<file path="config.mk">
export PLATFORM = sky130hd
export DESIGN_NAME = adsr_envelope
export DESIGN_NICKNAME = d
export VERILOG_FILES = /design/src/rtl/synth_pkg.sv /design/src/rtl/env_tick_gen.sv /design/src/rtl/adsr_envelope.sv
export SDC_FILE = /design/constraint.sdc
export NUM_CORES = 1
export LEC_CHECK = 0
export CAP_MARGIN = 20
export CORE_ASPECT_RATIO = 0.6
export CORE_UTILIZATION = 50
export DETAILED_ROUTE_END_ITERATION = 7
export PLACE_DENSITY = 0.82
export SLEW_MARGIN = 20
export SYNTH_ARGS = -nofsm -noshare
export SYNTH_HDL_FRONTEND = slang
export SYNTH_HIERARCHICAL = 1
export SYNTH_SLANG_ARGS = --single-unit
</file>
<file path="constraint.sdc">
create_clock -name clk_in -period 6.1 [get_ports clk_in]
set_input_delay 1.22 -clock clk_in [delete_from_list [all_inputs] [get_ports clk_in]]
set_output_delay 1.22 -clock clk_in [all_outputs]
set_load 0.05 [all_outputs]
</file>
<file path="src/rtl/synth_pkg.sv">
// Shared types for the synth voice path: envelope state encoding and note IDs.
package synth_pkg;

  typedef enum logic [2:0] {
    ENV_IDLE    = 3'd0,
    ENV_ATTACK  = 3'd1,
    ENV_DECAY   = 3'd2,
    ENV_SUSTAIN = 3'd3,
    ENV_RELEASE = 3'd4
  } env_state_t;

  typedef logic [7:0] note_t;

  localparam note_t NOTE_NONE = 8'd0;

endpackage

</file>
<file path="src/rtl/env_tick_gen.sv">
// Envelope step tick: one-cycle pulse every TICK_DIV clocks, restartable by clear_in.
module env_tick_gen #(
  parameter int TICK_DIV = 1000
) (
  input  logic clk_in,
  input  logic rst_in,
  input  logic clear_in,
  output logic tick_out
);

  localparam int CNT_W = (TICK_DIV > 2) ? $clog2(TICK_DIV) : 1;
  localparam logic [CNT_W-1:0] CNT_LAST = CNT_W'(TICK_DIV - 1);

  logic [CNT_W-1:0] cnt_q;
  logic [CNT_W-1:0] cnt_d;
  logic             tick_q;
  logic             tick_d;

  // Next count: wrap at CNT_LAST, restart from zero on clear.
  always_comb begin
    cnt_d = cnt_q;
    if (clear_in) begin
      cnt_d = '0;
    end else if (cnt_q == CNT_LAST) begin
      cnt_d = '0;
    end else begin
      cnt_d = cnt_q + CNT_W'(1);
    end
    tick_d = (cnt_d == CNT_LAST);
  end

  // Counter and pre-decoded tick flop, so tick_q is high exactly while cnt_q == CNT_LAST.
  always_ff @(posedge clk_in) begin
    if (rst_in) begin
      cnt_q  <= '0;
      tick_q <= 1'b0;
    end else begin
      cnt_q  <= cnt_d;
      tick_q <= tick_d;
    end
  end

  assign tick_out = tick_q;

endmodule

</file>
<file path="src/rtl/adsr_envelope.sv">
// Per-voice ADSR envelope driven by the note decoder's note/gate/trigger interface.
// Define ADSR_EXP_RELEASE_EN for an exponential RELEASE curve instead of linear.
module adsr_envelope
  import synth_pkg::*;
#(
  parameter int ENV_WIDTH     = 16,
  parameter int TICK_DIV      = 1000,
  parameter int RELEASE_SHIFT = 4
) (
  input  logic                 clk_in,
  input  logic                 rst_in,
  input  logic [7:0]           note_in,
  input  logic                 gate_in,
  input  logic                 trigger_in,
  input  logic [ENV_WIDTH-1:0] attack_rate,
  input  logic [ENV_WIDTH-1:0] decay_rate,
  input  logic [ENV_WIDTH-1:0] sustain_level,
  input  logic [ENV_WIDTH-1:0] release_rate,
  output logic [7:0]           note_out,
  output logic [ENV_WIDTH-1:0] env_out,
  output logic                 active_out,
  output logic [2:0]           state_out
);

  localparam logic [ENV_WIDTH-1:0] ENV_MAX  = {ENV_WIDTH{1'b1}};
  localparam logic [ENV_WIDTH-1:0] ENV_ZERO = {ENV_WIDTH{1'b0}};

  env_state_t           state_q, state_d;
  logic [ENV_WIDTH-1:0] env_q, env_d;
  note_t                note_q, note_d;
  logic                 active_q, active_d;

  logic                 trig_ok;
  logic                 tick;
  logic [ENV_WIDTH:0]   attack_sum;
  logic [ENV_WIDTH:0]   decay_diff;
  logic                 decay_hit;
  logic [ENV_WIDTH:0]   rel_diff;
  logic                 rel_hit;

  assign trig_ok = trigger_in && (note_in != NOTE_NONE);

  env_tick_gen #(
    .TICK_DIV (TICK_DIV)
  ) u_tick (
    .clk_in   (clk_in),
    .rst_in   (rst_in),
    .clear_in (trig_ok),
    .tick_out (tick)
  );

  // Extra MSB on each step catches overflow/underflow so the level saturates instead of wrapping.
  assign attack_sum = {1'b0, env_q} + {1'b0, attack_rate};
  assign decay_diff = {1'b0, env_q} - {1'b0, decay_rate};
  assign decay_hit  = (decay_rate == ENV_ZERO) || decay_diff[ENV_WIDTH] ||
                      (decay_diff[ENV_WIDTH-1:0] <= sustain_level);

`ifdef ADSR_EXP_RELEASE_EN
  logic [ENV_WIDTH:0] rel_step;
  assign rel_step = {1'b0, (env_q >> RELEASE_SHIFT)} + (ENV_WIDTH+1)'(1);
  assign rel_diff = {1'b0, env_q} - rel_step;
`else
  localparam int release_shift_unused = RELEASE_SHIFT;
  assign rel_diff = {1'b0, env_q} - {1'b0, release_rate};
`endif
  assign rel_hit = (release_rate == ENV_ZERO) || rel_diff[ENV_WIDTH] ||
                   (rel_diff[ENV_WIDTH-1:0] == ENV_ZERO);

  // Next-state logic; an accepted trigger overrides gate release and any pending step.
  always_comb begin
    state_d = state_q;
    env_d   = env_q;
    note_d  = note_q;
    if (trig_ok) begin
      state_d = ENV_ATTACK;
      note_d  = note_in;
    end else begin
      case (state_q)
        ENV_IDLE: begin
          env_d = ENV_ZERO;
        end
        ENV_ATTACK: begin
          if (!gate_in) begin
            state_d = ENV_RELEASE;
          end else if (tick) begin
            if ((attack_rate == ENV_ZERO) || attack_sum[ENV_WIDTH] ||
                (attack_sum[ENV_WIDTH-1:0] == ENV_MAX)) begin
              env_d   = ENV_MAX;
              state_d = ENV_DECAY;
            end else begin
              env_d = attack_sum[ENV_WIDTH-1:0];
            end
          end else begin
            env_d = env_q;
          end
        end
        ENV_DECAY: begin
          if (!gate_in) begin
            state_d = ENV_RELEASE;
          end else if (tick) begin
            if (decay_hit) begin
              env_d   = sustain_level;
              state_d = ENV_SUSTAIN;
            end else begin
              env_d = decay_diff[ENV_WIDTH-1:0];
            end
          end else begin
            env_d = env_q;
          end
        end
        ENV_SUSTAIN: begin
          if (!gate_in) begin
            state_d = ENV_RELEASE;
          end else begin
            env_d = sustain_level;
          end
        end
        ENV_RELEASE: begin
          if (tick) begin
            if (rel_hit) begin
              env_d   = ENV_ZERO;
              state_d = ENV_IDLE;
            end else begin
              env_d = rel_diff[ENV_WIDTH-1:0];
            end
          end else begin
            env_d = env_q;
          end
        end
        default: begin
          state_d = ENV_IDLE;
          env_d   = ENV_ZERO;
        end
      endcase
    end
    active_d = (state_d != ENV_IDLE);
  end

  // Output registers; reset aborts the envelope with no fade.
  always_ff @(posedge clk_in) begin
    if (rst_in) begin
      state_q  <= ENV_IDLE;
      env_q    <= ENV_ZERO;
      note_q   <= NOTE_NONE;
      active_q <= 1'b0;
    end else begin
      state_q  <= state_d;
      env_q    <= env_d;
      note_q   <= note_d;
      active_q <= active_d;
    end
  end

  assign note_out   = note_q;
  assign env_out    = env_q;
  assign active_out = active_q;
  assign state_out  = state_q;

endmodule

</file>
==> impl_results.md, run 1 <==
* I/O Buffers at 103
* P_sw at 0.343 mW
* Core Area at 0.0101 mm²
* Cts hold-fix bufs at 0
* GPL Wtd Cong at 0.976
* Family with the most delay on the worst path: compound AO/OA/AOI/OAI gates
* Worst Hold Class: reg -> reg
* Syn nets at 850
* CTS sink cnt at 39
* Synth area leader: ha_1
* Total power at 0.959 mW
* Max stage delay on crit path at 0.43 ns
* Slew headroom at 27.3%
* Max clock buf depth at 2
* Total iterations of the first detailed-routing run at 5
* Tmin final at 5.71 ns
* Clock Skew at 0.00575 ns
* Share of layout cells above drive strength 1 at 4.02%
* Peak VDD IR at 99.3 µV
* Worst path bufs/invs at 1
* Clock slew at reported path FFs at 0.06 ns
* Top cells by count, synth: nand2_1, inv_1, ha_1, a21oi_1, nor2_1
* Status: finished clean
* RSZ-0062 raised after global routing: false
* Gr ovfl total at 0
* Yosys reg bits at 39
* GRT Total Usage at 31.8%
* Vias per cell at 6.44
* PD cells at 146 mW/mm²
* CP Class: in -> reg
* Hold depth at 2
* Post-CTS Setup Bufs at 0
* Startpoint types: input port
* First-pass GRT wire length at 27200 µm
* Leakage Power at 2.70 nW
* CP max stage cell: clkdlybuf4s50_1
* Sequential fraction of the synthesis area at 14.8%
* Finish-stage setup viols at 0
* Clock power share at 32.1%
* WP data arrival at 5.86 ns
* CTS resizes at 0
* Combinational power share at 39.0%
* Crit. End Element: flip-flop
* Vias post-DR at 5998
* Fin. Hold Viols at 0
* Worst Tran Pin Value at 1.08 ns
* Syn avg cell area at 7.49 µm²
* Post-layout util at 65.3%
* N_diodes at 0
* Fin Setup TNS at 0 ns
* Worst Path Required at 6.25 ns
* Syn Std Cell Area at 0.00529 mm²
* Initial Util at 52.6%
* Initial DRC Count at 604
* Synth top area cells: ha_1, dfxtp_1, nand2_1
* Number of global-route vias before repair at 5475
* TritonCTS clock tree: yes
* Post-synth EDFFs at 0
* Maxcap violations at 0
* Max-slew violations at 0
* WL final at 17500 µm
* Fin nets at 940
* Die Wd at 135 µm
* Die height at 81.7 µm
* DRC viols at 0
* FFs w/ async S/R, synth at 0%
* Clock Root Buffer: clkbuf_16
* Clk Latency, worst-skew pair at 0.29 ns
* WL per Instance at 18.8 µm
* Critical Path Fanout Max at 16
* Max Clock Freq at 175 MHz
* Layout area overhead at 24.1%
* Fill cell total of the finished layout at 831
* Distinct cells, synth at 80
* Yosys top cell area share at 15.4%
* Antenna violations before repair at 0
* Critical Path, Cell by Cell: clkdlybuf4s50_1 > ha_1 > fa_1 > nor2b_1 > o2111ai_1 > nand3_1 > a41oi_1 > o21bai_1 > a21oi_1 > xnor2_1 > ha_1 > nand2_1 > nor3_1 > nand2_1 > o31ai_1 > o211ai_1 > o21a_1 > a222oi_1 > a21boi_0 > o211ai_1
* DPL Wire Length at 14500 µm
* Antenna viol nets, final at 0
* # IOs at 104
* Cell count along the critical path at 20
* H-tree depth at 2
* Period utilisation layout at 93.6%
* Instance count of the mapped netlist at 706
* Synth warn at 6
* Worst reg-to-reg path cell count at 19
* Most used DFF post-synth: dfxtp_1
* Internal power at 0.616 mW
* Sw Share at 35.8%
* Largest net degree at the start of global routing at 18
* Count leader, synth: nand2_1
* Setup slack, reg-to-reg at 1.13 ns
* CTS Buf Count at 5
* Die ar. at 0.0110 mm²
* Site Rows at 28
* Sequential Power Share at 28.9%
[placed cells by master, fill, tap and decap left out, drive strengths merged, types with 7 or more instances in the layout]
cell and count:
clkdlybuf4s50 103, nand2 70, inv 67, ha 65, a21oi 49, nor2 44, dfxtp 39, o21ai 35
xnor2 25, nand3 24, nor3 23, nor4 22, xor2 15, a21o 14, a221oi 14, o21a 13
and3 13, nand4 9, nand2b 9, o211ai 9, nor2b 8, a31oi 8, a211oi 7
[power groups by stage]
stage                     Combinational [mW]  Clock (mW)  Sequential, mW
final                                  0.374       0.308           0.277
after global routing                   0.405       0.321           0.277
after CTS                              0.366       0.307           0.276
after detailed placement               0.363           0           0.282
after global placement                 0.353           0           0.281
after floorplan                        0.208           0           0.303
[worst reg2reg max path, stage by stage (launching register included)]
cell and delay [ns]:
dfxtp_1 0.62, inv_1 0.20, fa_1 0.49, nor2b_1 0.23
o2111ai_1 0.19, nand3_1 0.19, a41oi_1 0.18, o21bai_1 0.17
a21oi_1 0.10, xnor2_1 0.16, ha_1 0.28, nand2_1 0.08
nor3_1 0.26, nand2_1 0.11, o31ai_1 0.23, o211ai_1 0.21
o21a_1 0.41, a222oi_1 0.39, a21boi_0 0.24, o211ai_1 0.10
[metrics by stage]
stage	instance area [µm²]	cells	hold slack, ns	setup slack (ns)
floorplan	5290	706	0.445	1.36
global placement	6390	924	0.443	0.481
global route	6560	932	0.484	0.0911
detailed placement	6390	924	0.451	0.194
CTS	6560	932	0.460	0.502
finish	6560	932	0.458	0.390
[state kept, by name, indices dropped and copies added, names as in the netlist]
register         count
note_out             8
active_out           1
u_tick/tick_out      1
u_tick/cnt_q        10
state_out            3
env_out             16
[per-layer routing]
metal	up-vias	share of wire [%]	global-route usage (%)
li1	2852	-	-
met2	350	41	48.6
met3	35	13	7.16
met4	0	1.9	7.30
met5	-	0	0
met1	2761	44	45.3
[kinds of logic (layout without fill, tap and decap cells)]
kind of cell / count (synthesis) / count (layout) / share of synthesized area (%)
compound gates: 215 / 215 / 29.6
xor+xnor: 40 / 40 / 6.63
fa+ha+maj: 68 / 68 / 16.5
buf+inv: 87 / 178 / 6.65
flops: 39 / 39 / 14.8
mux: 1 / 1 / 0.189
simple gates: 256 / 256 / 25.7
[path summary, 6_finish.rpt]
| kind | startpoint | to |
|---|---|---|
| min reg2reg | note_out[1]$_SDFFE_PP0P_ | note_out[1]$_SDFFE_PP0P_ |
| max reg2reg | env_out[1]$_SDFFE_PP0P_ | env_out[9]$_SDFFE_PP0P_ |
| min | note_out[1]$_SDFFE_PP0P_ | note_out[1]$_SDFFE_PP0P_ |
| max | decay_rate[0] | env_out[9]$_SDFFE_PP0P_ |
[cell type report]
class | count | area [µm²] | share of cell area, %
clock buffer | 5 | 125 | 1.91
sequential | 39 | 781 | 11.9
timing repair buffer | 104 | 1040 | 15.8
tap | 135 | 169 | 2.57
clock inverter | 3 | 47.5 | 0.724
multi-input combinational | 580 | 4160 | 63.3
inverter | 66 | 248 | 3.77
(Power assumes the default switching activity.)
==> run 2: changes to the inputs <==
- clock period: 6.1 -> 5.6 ns (I/O delays scaled with it)
==> impl_results.md, run 2 (synthesized netlist as in run 1, its figures left out) <==
* Post-layout util at 65.7% (+0.44 points)
* Max Clock Freq at 190 MHz
* TritonCTS clock tree: yes
* Status: finished clean
* CTS Buf Count at 5 (unchanged)
* N_diodes at 0 (unchanged)
* Met2 WL at 7540 µm (+6.1%)
* Die ar. at 0.0110 mm² (unchanged)
* Non-Filler Instances at 935 (+0.32%)
* First-pass GRT wire length at 27700 µm (+1.8%)
* Vias per cell at 6.44 (+0.13%)
* Vias post-DR at 6025 (+0.45%)
* I/O Buffers at 103 (unchanged)
* Leakage Power at 2.72 nW (+0.63%)
* Layout area overhead at 25.0%
* CP Class: in -> reg
* Total iterations of the first detailed-routing run at 6 (+1)
* DPL Wire Length at 14700 µm (+1.4%)
* Initial DRC Count at 645 (+6.8%)
* Max FFs per register at 16 (unchanged)
* RSZ-0062 raised after global routing: false
* Clock slew at reported path FFs at 0.07 ns (about the same)
* Worst R2R Start: env_out[1]$_SDFFE_PP0P_
* Fin. Hold Viols at 0 (unchanged)
* H-tree depth at 2 (unchanged)
* Die Wd at 135 µm (unchanged)
* CP max stage cell: clkdlybuf4s50_1
* Worst setup margin at 0.329 ns (-0.0610 ns)
* Largest net degree at the start of global routing at 18 (unchanged)
* PD cells at 160 mW/mm² (+9.6%)
* Initial Util at 52.6% (unchanged)
* WP data arrival at 5.46 ns (-0.40 ns)
* GPL Wtd Cong at 0.951 (-2.6%)
* Pre-CTS setup slack at -0.131 ns (-0.325 ns)
* Worst Tran Pin Value at 1.03 ns (-0.0475 ns)
* Antenna viol nets, final at 0 (unchanged)
* Tmin final at 5.27 ns
* Period utilisation layout at 94.1%
* Cts hold-fix bufs at 0 (unchanged)
* Finish-stage setup viols at 0 (unchanged)
* Site Rows at 28 (unchanged)
* Fin nets at 943 (+0.32%)
* Slew headroom at 31.1% (+3.8 points)
* Gr ovfl total at 0 (unchanged)
* # IOs at 104 (unchanged)
* Clock Root Buffer: clkbuf_16
* DRT met1 WL at 7800 µm (+0.88%)
* Worst Path Required at 5.79 ns (-0.46 ns)
* Family with the most delay on the worst path: compound AO/OA/AOI/OAI gates
* Maxcap violations at 0 (unchanged)
* Met3 routed WL at 2560 µm (+8.8%)
* Hold depth at 2 (unchanged)
* Clock Skew at 0.00990 ns (+0.00415 ns)
* Crit. End Element: flip-flop
* Worst path bufs/invs at 4 (+3)
* Most common cell after layout, fill and taps aside: clkdlybuf4s50_1
* Worst reg-to-reg path cell count at 21 (+2)
* Die height at 81.7 µm (unchanged)
* Highest-count cells in the layout ignoring fill and taps: clkdlybuf4s50_1, nand2_1, inv_1
* DRC viols at 0 (unchanged)
* Total power at 1.06 mW (+10%)
* WL per Instance at 19.5 µm (+3.9%)
* Setup slack, reg-to-reg at 0.95 ns (-0.18 ns)
* Top layer in use: met5
* Min-Delay Endpoint: note_out[2]$_SDFFE_PP0P_
* Startpoint types: input port
* WL final at 18300 µm (+4.3%)
* Critical Path, Cell by Cell: clkdlybuf4s50_1 > inv_1 > ha_1 > nor2b_1 > o2111ai_1 > nand4_1 > nand4_1 > nand2_1 > or4_1 > o211ai_1 > ha_1 > a21oi_1 > o21ai_0 > a221oi_1 > o31ai_1 > o211ai_1 > buf_4 > nor3b_2 > buf_4 > a221oi_1 > a21oi_1 > a21o_1
* Worst Hold Class: reg -> reg
* Placed Cells at 926 (+0.22%)
* Worst reg2reg path endpoint: env_out[12]$_SDFFE_PP0P_
* CTS sink cnt at 39 (unchanged)
* Peak VDD IR at 111 µV (+12%)
* Max clock buf depth at 2 (unchanged)
* Number of global-route vias before repair at 5546 (+1.3%)
* Clk Latency, worst-skew pair at 0.29 ns (about the same)
* Hold Slack at 0.457 ns (-0.00105 ns)
* Max stage delay on crit path at 0.54 ns (+0.11 ns)
* Core Area at 0.0101 mm² (unchanged)
* Critical Path Fanout Max at 16 (unchanged)
* Max-slew violations at 0 (unchanged)
* GRT Total Usage at 32.4% (+0.56 points)
* Share of layout cells above drive strength 1 at 4.88% (+0.86 points)
* Antenna violations before repair at 1 (+1)
* Hold wc startpoint: note_out[2]$_SDFFE_PP0P_
==> run 2: cell count changes in the layout (fill, tap and decap cells not counted), sizes merged <==
cell      delta
clkinvlp     +1
clkinv       -1
buf          +3
==> run 2: cell type report <==
class | count | area (µm²)
flip-flops and latches | 39 | 781
fillers | 790 | 3450
clock buffers | 5 | 125
multi-input cells | 580 | 4180
well taps | 135 | 169
clock inverters | 3 | 46.3
inverters | 66 | 248
repair buffers | 107 | 1060
==> run 2: timing repair <==
action	4_1_cts	5_1_grt
buffers inserted	0	1
setup endpoints to repair	0	13
hold endpoints to repair	0	0
gates resized for setup	0	6
==> run 2: worst max path at each step <==
| stage | startpoint | endpoint | slack, ns | cells past startpoint |
|---|---|---|---|---|
| 2_1_floorplan | decay_rate[0] | env_out[9]$_SDFFE_PP0P_ | 0.96 | 19 |
| 3_3_place_gp | decay_rate[2] | env_out[9]$_SDFFE_PP0P_ | 0.14 | 20 |
| 3_5_place_dp | decay_rate[1] | env_out[9]$_SDFFE_PP0P_ | -0.13 | 20 |
| 4_1_cts | decay_rate[1] | env_out[9]$_SDFFE_PP0P_ | 0.13 | 20 |
| 5_1_grt | decay_rate[1] | env_out[11]$_SDFFE_PP0P_ | 0.04 | 22 |
| 6_report | decay_rate[1] | env_out[12]$_SDFFE_PP0P_ | 0.33 | 22 |
==> run 2: metal layers <==
layer	track usage (%)	vias up
met5	0	-
met4	7.42	2
met3	6.60	35
met2	51.5	381
met1	45.0	2753
li1	-	2854
==> run 2: worst min-delay path, delay by kind of cell (launching register included) <==
family          cells  cell delay [ns]
flops               1             0.31
simple gates        1             0.05
compound gates      1             0.05
==> run 2: metrics by stage <==
| step | area (µm²) | setup TNS, ns |
|---|---|---|
| 2_1_floorplan | 5290 | 0 |
| 3_3_place_gp | 6410 | 0 |
| 3_5_place_dp | 6410 | -0.208 |
| 4_1_cts | 6580 | 0 |
| 5_1_grt | 6610 | 0 |
| 6_report | 6610 | 0 |
==> run 2: report_power, final <==
part	switching, mW	leakage [nW]	internal, mW
registers	0.0153	0.317	0.287
clock network	0.129	0.0804	0.212
logic	0.241	2.32	0.174
==> run 3: changes to the inputs <==
- SLEW_MARGIN: 20 -> 30
==> impl_results.md, run 3 (synthesized netlist as in run 1, its figures left out) <==
* Placed Cells at 926 (unchanged)
* Antenna violations before repair at 1 (unchanged)
* I/O Buffers at 103 (unchanged)
* Non-Filler Instances at 935 (unchanged)
* Maxcap violations at 0 (unchanged)
* Startpoint types: input port
* Multi-input gate area at 0.00418 mm² (about the same)
* Most common cell after layout, fill and taps aside: clkdlybuf4s50_1
* Share of layout cells above drive strength 1 at 5.00% (+0.13 points)
* Sequential Power Share at 28.6% (about the same)
* PD cells at 160 mW/mm² (-0.16%)
* DRC viols at 0 (unchanged)
* Peak VDD IR at 110 µV (-0.95%)
* Core Area at 0.0101 mm² (unchanged)
* Layout area overhead at 25.0% (about the same)
* Finish-stage setup viols at 0 (unchanged)
* First-pass GRT wire length at 27700 µm (unchanged)
* Sw Share at 36.3% (-0.090 points)
* Period utilisation layout at 94.5% (+0.34 points)
* Worst Hold Class: reg -> reg
* Number of global-route vias before repair at 5546 (unchanged)
* Worst reg-to-reg path cell count at 21 (unchanged)
* # IOs at 104 (unchanged)
* P_sw at 0.384 mW (-0.37%)
* RSZ-0062 raised after global routing: false
* Pre-CTS setup slack at -0.131 ns (unchanged)
* Max FFs per register at 16 (unchanged)
* Largest net degree at the start of global routing at 18 (unchanged)
* Highest-count cells in the layout ignoring fill and taps: clkdlybuf4s50_1, nand2_1, inv_1
* WL final at 18300 µm (about the same)
* Max-slew violations at 0 (unchanged)
* Max Clock Freq at 189 MHz (-0.36%)
* WL per Instance at 19.5 µm (about the same)
* CTS sink cnt at 39 (unchanged)
* Antenna viol nets, final at 0 (unchanged)
* Clk Latency, worst-skew pair at 0.29 ns (about the same)
* GRT Total Usage at 32.4% (unchanged)
* Cts hold-fix bufs at 0 (unchanged)
* Worst setup margin at 0.310 ns (-0.0188 ns)
* Gr ovfl total at 0 (unchanged)
* Clock slew at reported path FFs at 0.06 ns (about the same)
* Die ar. at 0.0110 mm² (unchanged)
* Worst Tran Pin Value at 0.857 ns (-0.172 ns)
* Worst Path Required at 5.77 ns (-0.02 ns)
* Crit. End Element: flip-flop
* Status: finished clean
* Vias per cell at 6.48 (+0.53%)
* Fin. Hold Viols at 0 (unchanged)
* Clock Skew at 0.0111 ns (+0.00118 ns)
* Critical Path Fanout Max at 16 (unchanged)
* N_diodes at 0 (unchanged)
* TritonCTS clock tree: yes
* Clock Root Buffer: clkbuf_16
* Die Wd at 135 µm (unchanged)
* CTS Buf Count at 5 (unchanged)
* Max clock buf depth at 2 (unchanged)
* H-tree depth at 2 (unchanged)
* GPL Wtd Cong at 0.951 (unchanged)
* Slew headroom at 42.4% (+11 points)
* CP Class: in -> reg
* Initial Util at 52.6% (unchanged)
* Combinational power share at 39.3% (about the same)
* Total iterations of the first detailed-routing run at 6 (unchanged)
* Sequential Area at 781 µm² (unchanged)
* WP data arrival at 5.46 ns (about the same)
* Leakage Power at 2.72 nW (about the same)
* Hold depth at 2 (unchanged)
* Tmin final at 5.29 ns (+0.0188 ns)
* DPL Wire Length at 14700 µm (unchanged)
* Vias post-DR at 6057 (+0.53%)
* Fin nets at 943 (unchanged)
* Setup slack, reg-to-reg at 0.95 ns (about the same)
* Fill cell total of the finished layout at 789 (-0.13%)
* Total power at 1.06 mW (-0.12%)
* Internal power at 0.673 mW (about the same)
* Die height at 81.7 µm (unchanged)
* Clock power share at 32.1% (about the same)
* Site Rows at 28 (unchanged)
* Initial DRC Count at 646 (+0.16%)
-- run 3: worst paths after layout --
check,from,endpoint
worst max-delay path,decay_rate[1],env_out[11]$_SDFFE_PP0P_
worst min-delay path,note_out[2]$_SDFFE_PP0P_,note_out[2]$_SDFFE_PP0P_
worst max register to register,env_out[1]$_SDFFE_PP0P_,env_out[11]$_SDFFE_PP0P_
worst min register to register,note_out[2]$_SDFFE_PP0P_,note_out[2]$_SDFFE_PP0P_
-- run 3: worst max-delay path: stages --
cell             delay, ns
clkdlybuf4s50_1       0.54
inv_1                 0.06
ha_1                  0.27
nor2b_1               0.15
o2111ai_1             0.25
nand4_1               0.22
nand4_1               0.15
nand2_1               0.10
or4_1                 0.41
o211ai_1              0.17
ha_1                  0.30
a21oi_1               0.12
o21ai_0               0.09
a221oi_1              0.22
o31ai_1               0.11
o211ai_1              0.17
buf_4                 0.18
nor3b_2               0.04
buf_4                 0.21
a221oi_1              0.27
nand2_1               0.09
a22o_1                0.20
-- run 3: power by group through the flow --
stage               clock network [mW]  registers (mW)  logic, mW
floorplan                            0           0.330      0.227
global placement                     0           0.306      0.386
detailed placement                   0           0.307      0.398
CTS                              0.337           0.300      0.402
global route                     0.348           0.302      0.447
finish                           0.339           0.302      0.416
-- run 3: cell type report --
cell class	count	area share [%]
Clock buffer	5	1.89
Sequential cell	39	11.8
Tap cell	135	2.56
Inverter	66	3.75
Clock inverter	3	0.700
Timing Repair Buffer	107	16.1
Multi-Input combinational cell	580	63.2
-- run 3: repair_timing --
| action | 4_1_cts | 5_1_grt |
|---|---|---|
| hold endpoints to repair | 0 | 0 |
| setup buffers | 0 | 1 |
| setup endpoints to repair | 0 | 12 |
| gates resized for setup | 0 | 6 |
-- run 3: per-layer routing --
metal  global-route usage, %  wire length, µm  vias to the layer above
li1                        -                -                     2851
met1                    45.0             7690                     2761
met2                    51.5             7550                      408
met3                    6.60             2660                       35
met4                    7.42              338                        2
met5                       0               13                        -
-- run 3: metrics by stage --
step | hold WS, ns | TNS [ns] | area, µm² | utilization [%]
6_report | 0.458 | 0 | 6610 | 65.7
4_1_cts | 0.458 | 0 | 6580 | 65.4
3_3_place_gp | 0.443 | 0 | 6410 | 63.7
3_5_place_dp | 0.450 | -0.208 | 6410 | 63.7
2_1_floorplan | 0.445 | 0 | 5290 | -
5_1_grt | 0.469 | 0 | 6610 | 65.7
